[src/rtl/ar_rr_arbiter.sv]
// Read-address channel arbiter for one crossbar slave port: round-robin grant (or fixed
// priority when AR_ARB_FIXED_PRIO_EN is defined), registered AR slice, in-flight read limit.
module ar_rr_arbiter #(
  parameter  int NUM_MASTERS     = 4,
  parameter  int ID_WIDTH        = 4,
  parameter  int ADDR_WIDTH      = 32,
  parameter  int LEN_WIDTH       = 4,
  parameter  int SIZE_WIDTH      = 3,
  parameter  int MAX_OUTSTANDING = 4,
  localparam int MW              = $clog2(NUM_MASTERS),
  localparam int OW              = $clog2(MAX_OUTSTANDING + 1)
) (
  input  logic                              ACLK,
  input  logic                              ARESETn,
  input  logic [NUM_MASTERS-1:0]            ARVALID_M,
  output logic [NUM_MASTERS-1:0]            ARREADY_M,
  input  logic [NUM_MASTERS*ID_WIDTH-1:0]   ARID_M,
  input  logic [NUM_MASTERS*ADDR_WIDTH-1:0] ARADDR_M,
  input  logic [NUM_MASTERS*LEN_WIDTH-1:0]  ARLEN_M,
  input  logic [NUM_MASTERS*SIZE_WIDTH-1:0] ARSIZE_M,
  input  logic [NUM_MASTERS*2-1:0]          ARBURST_M,
  output logic                              ARVALID_S,
  input  logic                              ARREADY_S,
  output logic [ID_WIDTH+MW-1:0]            ARID_S,
  output logic [ADDR_WIDTH-1:0]             ARADDR_S,
  output logic [LEN_WIDTH-1:0]              ARLEN_S,
  output logic [SIZE_WIDTH-1:0]             ARSIZE_S,
  output logic [1:0]                        ARBURST_S,
  input  logic                              RVALID_S,
  input  logic                              RREADY_S,
  input  logic                              RLAST_S,
  output logic [OW-1:0]                     outstanding
);

  typedef enum logic {IDLE = 1'b0, HOLD = 1'b1} state_t;

  state_t                 state_q;
  logic                   arvalid_q;
  logic [ID_WIDTH+MW-1:0] arid_q;
  logic [ADDR_WIDTH-1:0]  araddr_q;
  logic [LEN_WIDTH-1:0]   arlen_q;
  logic [SIZE_WIDTH-1:0]  arsize_q;
  logic [1:0]             arburst_q;
  logic [OW-1:0]          outstanding_q, outstanding_d;

  logic [MW-1:0]          rr_base;
  logic [MW-1:0]          win_idx;
  logic                   win_found;
  logic                   grant_ok;
  logic                   ar_hs;
  logic                   r_done;

  logic [ID_WIDTH-1:0]    sel_id;
  logic [ADDR_WIDTH-1:0]  sel_addr;
  logic [LEN_WIDTH-1:0]   sel_len;
  logic [SIZE_WIDTH-1:0]  sel_size;
  logic [1:0]             sel_burst;

`ifdef AR_ARB_FIXED_PRIO_EN
  assign rr_base = '0;
`else
  logic [MW-1:0] rr_ptr_q;
  logic [MW-1:0] grant_q;
  assign rr_base = rr_ptr_q;
`endif

  // Walk from the highest offset down so the closest requester above rr_base wins last.
  always_comb begin : p_winner
    int idx;
    idx       = 0;
    win_found = 1'b0;
    win_idx   = '0;
    for (int i = NUM_MASTERS - 1; i >= 0; i--) begin
      idx = int'(rr_base) + i;
      if (idx >= NUM_MASTERS) idx = idx - NUM_MASTERS;
      if (ARVALID_M[MW'(idx)]) begin
        win_found = 1'b1;
        win_idx   = MW'(idx);
      end
    end
  end

  always_comb begin : p_payload_mux
    sel_id    = '0;
    sel_addr  = '0;
    sel_len   = '0;
    sel_size  = '0;
    sel_burst = '0;
    for (int i = 0; i < NUM_MASTERS; i++) begin
      if (MW'(i) == win_idx) begin
        sel_id    = ARID_M[i*ID_WIDTH +: ID_WIDTH];
        sel_addr  = ARADDR_M[i*ADDR_WIDTH +: ADDR_WIDTH];
        sel_len   = ARLEN_M[i*LEN_WIDTH +: LEN_WIDTH];
        sel_size  = ARSIZE_M[i*SIZE_WIDTH +: SIZE_WIDTH];
        sel_burst = ARBURST_M[i*2 +: 2];
      end
    end
  end

  // Reset gating keeps every master stalled while the port is held in reset.
  assign grant_ok = ARESETn && (state_q == IDLE) && win_found &&
                    (outstanding_q < OW'(MAX_OUTSTANDING));

  always_comb begin : p_arready
    ARREADY_M = '0;
    if (grant_ok) ARREADY_M[win_idx] = 1'b1;
  end

  assign ar_hs  = arvalid_q & ARREADY_S;
  assign r_done = RVALID_S & RREADY_S & RLAST_S;

  // A completion at zero is spurious and dropped; a matched issue/complete pair cancels.
  always_comb begin : p_outstanding
    logic dec_ok;
    dec_ok        = r_done && (outstanding_q != '0);
    outstanding_d = outstanding_q;
    if (ar_hs && !dec_ok) begin
      if (outstanding_q != OW'(MAX_OUTSTANDING)) outstanding_d = outstanding_q + 1'b1;
    end else if (!ar_hs && dec_ok) begin
      outstanding_d = outstanding_q - 1'b1;
    end
  end

  always_ff @(posedge ACLK or negedge ARESETn) begin
    if (!ARESETn) outstanding_q <= '0;
    else          outstanding_q <= outstanding_d;
  end

  always_ff @(posedge ACLK or negedge ARESETn) begin
    if (!ARESETn) begin
      state_q   <= IDLE;
      arvalid_q <= 1'b0;
      arid_q    <= '0;
      araddr_q  <= '0;
      arlen_q   <= '0;
      arsize_q  <= '0;
      arburst_q <= '0;
`ifndef AR_ARB_FIXED_PRIO_EN
      rr_ptr_q  <= '0;
      grant_q   <= '0;
`endif
    end else begin
      case (state_q)
        IDLE: begin
          if (grant_ok) begin
            arvalid_q <= 1'b1;
            arid_q    <= {win_idx, sel_id};
            araddr_q  <= sel_addr;
            arlen_q   <= sel_len;
            arsize_q  <= sel_size;
            arburst_q <= sel_burst;
`ifndef AR_ARB_FIXED_PRIO_EN
            grant_q   <= win_idx;
`endif
            state_q   <= HOLD;
          end
        end
        HOLD: begin
          if (ARREADY_S) begin
            arvalid_q <= 1'b0;
`ifndef AR_ARB_FIXED_PRIO_EN
            rr_ptr_q  <= (grant_q == MW'(NUM_MASTERS - 1)) ? '0 : grant_q + 1'b1;
`endif
            state_q   <= IDLE;
          end
        end
        default: state_q <= IDLE;
      endcase
    end
  end

  assign ARVALID_S   = arvalid_q;
  assign ARID_S      = arid_q;
  assign ARADDR_S    = araddr_q;
  assign ARLEN_S     = arlen_q;
  assign ARSIZE_S    = arsize_q;
  assign ARBURST_S   = arburst_q;
  assign outstanding = outstanding_q;

endmodule

[config.mk]
export PLATFORM = sky130hd
export DESIGN_NAME = ar_rr_arbiter
export DESIGN_NICKNAME = d
export VERILOG_FILES = /design/src/rtl/ar_rr_arbiter.sv
export SDC_FILE = /design/constraint.sdc
export NUM_CORES = 1
export LEC_CHECK = 0
export CORE_AREA = 2 2 99 101
export DETAILED_ROUTE_END_ITERATION = 10
export DIE_AREA = 0 0 101 103
export GPL_ROUTABILITY_DRIVEN = 0
export PLACE_DENSITY = 0.89
export SLEW_MARGIN = 15
export SYNTH_ARGS = -nofsm -noshare
export SYNTH_HDL_FRONTEND = slang
export SYNTH_SLANG_ARGS = --single-unit
[constraint.sdc]
create_clock -name ACLK -period 4.65 [get_ports ACLK]
set_input_delay 0.93 -clock ACLK [delete_from_list [all_inputs] [get_ports ACLK]]
set_output_delay 0.93 -clock ACLK [all_outputs]
set_load 0.05 [all_outputs]
==> metrics <==
syn_nets 576; ranking of synthesized cells by area dfrtp_1, mux2i_1, nand2_1, a31oi_1, a21boi_1; CTS tree yes; PortBufs 244; Post-DRT Antenna Nets 0; Synth Instances 384; Max Freq 245 MHz; hold path start ARLEN_S[0]; power per cell area 599 nW/um2; met2 Use GR 43.8%; sequential share of power 23.8%; die width 101 um; Clock Power Share 7.5%; WHS 517 ps; area delta synth->final 76.4%; Routed Wire Length 12,300 um; Initial Utilization between 30% and 40%; largest net degree at the start of global routing 56; Synth warnings 0; row cnt 36; layout cells sized above 1 around 5.2%; H-tree levels 2; worst-path cell chain clkdlybuf4s50_1 -> a21boi_0 -> o221a_4 -> buf_4 -> nand2_1 -> nor2_1 -> buf_12; grt peak-use layer met2; global-route wire length before repair 19,100 um; Area after DPL slightly below 6000 um2; initial drt markers 99; period utilisation layout 87.9%; Max-Cap Viols 0; routed vias/inst 5.39; CTS Buffer Depth 2; Finished Layout Cells 731; Die Y 103 um; CP startpoint ARVALID_M[1]; Final nets just over 800; Yosys top cell area share between 30 and 40%; endpoints failing setup 0; endpoints failing hold 0; Static Leak 0.00249 uW; launching point of the worst reg2reg path rr_base[1]; synthesized flop and latch total 54; Syn Area/Cell 8.93 um2; CP Launch Type input pin; Setup Fix Bufs, Post-CTS 0; Slew Limit Fails 0; worst hold path class reg2reg; critical path capture point type output pin; Vias 3,938; WL/cell 16.9 um; Largest delay share family, worst path buffers and inverters; area of the multi-input gates 1910 um2; TNS Setup 0 ps; Die Footprint 10,400 um2; Core Util, Final 64.0%; critical path arrival ~3200 ps; DRC errors left 0; drt pass-1 iters 6; area of the mapped netlist 3430 um2; crit path time final 4090 ps; clock-pin slew on the worst setup and hold paths 90 ps; total gr overflow 0; hpwl dp between 9000 and 10,000 um; post-CTS sizing 0; Core Region 9460 um2; met1 Use GR 24.9%; register area share after synthesis approximately two fifths; Worst VDD drop 0.253 mV; Worst Clk Skew 4.63 ps; combinational fraction of design power 68.7%; total CTS buffers 5; crit path max fanout 32; dpl cells 723; Tightest Pin Transition 900 ps; CP required 3720 ps; Cell variety after synth 43; FILL cells 774; WS Path Type in2out; RSZ-0062 raised after global routing no; total track usage a little under a quarter; CTS Sinks 54; # IOs 245; Clock Latency Late Sink 300 ps; switching share of power 50.5%; CP Buf/Inv Count 3; Sequential Area 1350 um2; vias in the first global route ~4,000; leading area contributor after synthesis dfrtp_1; final instance area 6050 um2; root buf cell clkbuf_8; cts hold-fix bufs 0; GRT met3 Usage 5.83%; ANT cells 0; Rel. slew slack 40.0%; P_sw 1830 uW; Int Pwr ~1800 uW; status finished, final reports clean; CP max-delay cell clkdlybuf4s50_1; slowest stage delay, CP between 500 and 600 ps; initial antenna violation count 0
-- placed cells by master, fill, tap and decap left out, types with 2 or more instances in the layout --
master	count
a21boi_0	9
a21boi_1	26
a21boi_2	2
a21o_1	2
a21oi_1	10
a221o_1	10
a31oi_1	35
buf_12	3
buf_4	11
clkbuf_8	6
clkdlybuf4s50_1	240
dfrtp_1	54
mux2_2	2
mux2i_1	36
nand2_1	87
nand3_1	2
nor2_1	39
nor3_1	3
nor3b_1	2
o21a_1	2
o221ai_1	10
xnor2_1	2
-- final cells by class --
type | instances | share of cell area, %
inverter | 1 | 0.0620
multi-input combinational | 299 | 31.6
tap | 114 | 2.36
timing repair buffer | 255 | 42.1
sequential | 54 | 22.3
clock buffer | 7 | 1.43
clock inverter | 1 | 0.0827
-- synth_stat cells --
cell	count
o21a_1	2
nand3_1	2
o31ai_1	1
a211o_1	1
a21o_1	2
and2_1	1
dfrtp_1	54
a221o_1	10
o221ai_1	11
a21boi_1	26
and3_4	1
fa_1	1
buf_8	3
o221a_2	1
nor2b_1	1
or3b_1	1
clkbuf_1	10
a21oi_1	10
o21ai_0	1
nor2_1	40
xnor2_1	2
mux2i_1	36
buf_2	11
a21boi_0	9
o211a_1	1
buf_4	2
and4b_1	1
nor3b_1	2
nor3_1	3
buf_6	3
a21boi_2	2
a31oi_1	35
or4_4	1
and3_1	1
ha_1	1
o211ai_1	1
o21bai_1	1
clkbuf_2	1
inv_1	1
a2111oi_4	1
mux2_2	2
nand2_1	87
xor2_1	1
-- worst paths after layout --
path / endpoint / slack, ps / cells past startpoint
max: ARREADY_M[1] / 560 / 7
min: ARLEN_S[0] / 520 / 1
max reg2reg: ARADDR_S[6] / 1850 / 7
min reg2reg: ARLEN_S[0] / 520 / 1
max in group asynchronous: ARADDR_S[29] / 3670 / 2
min in group asynchronous: ARADDR_S[13] / 680 / 2
-- stage by stage --
step           worst slack [ps]  total power [uW]
4_1_cts                     540              3660
2_1_floorplan               845              2500
6_report                    560              3630
3_5_place_dp                541              3380
3_3_place_gp                660              3300
5_1_grt                     397              3850
-- sequential cells by signal, indices dropped and copies added, names as in the netlist --
| register | count |
|---|---|
| ARLEN_S | 4 |
| rr_base | 2 |
| ARBURST_S | 2 |
| ARVALID_S | 1 |
| ARID_S | 6 |
| state_q | 1 |
| outstanding | 3 |
| ARADDR_S | 32 |
| ARSIZE_S | 3 |
-- power by group through the flow --
stage          logic, uW  registers [uW]  clock network, uW
2_1_floorplan        899            1610                  0
3_3_place_gp        2440             857                  0
3_5_place_dp        2500             876                  0
4_1_cts             2510             865                286
5_1_grt             2650             899                298
6_report            2490             864                271
-- cell families after synthesis --
kind of cell	synth area share, %
and+or+nand+nor	16.8
AOI/OAI and AO/OA	25.2
DFF	39.4
muxes	11.2
buffers and inverters	5.69
xor gates and xnor gates	0.766
adders and majority gates	0.948
-- metal layers --
| metal | part of all wire [%] | up-vias |
|---|---|---|
| li1 | - | 1847 |
| met1 | 37 | 1873 |
| met4 | 2.7 | 0 |
| met3 | 7.8 | 28 |
| met5 | 0 | - |
| met2 | 53 | 190 |
Power figures use the tool's default switching activity.
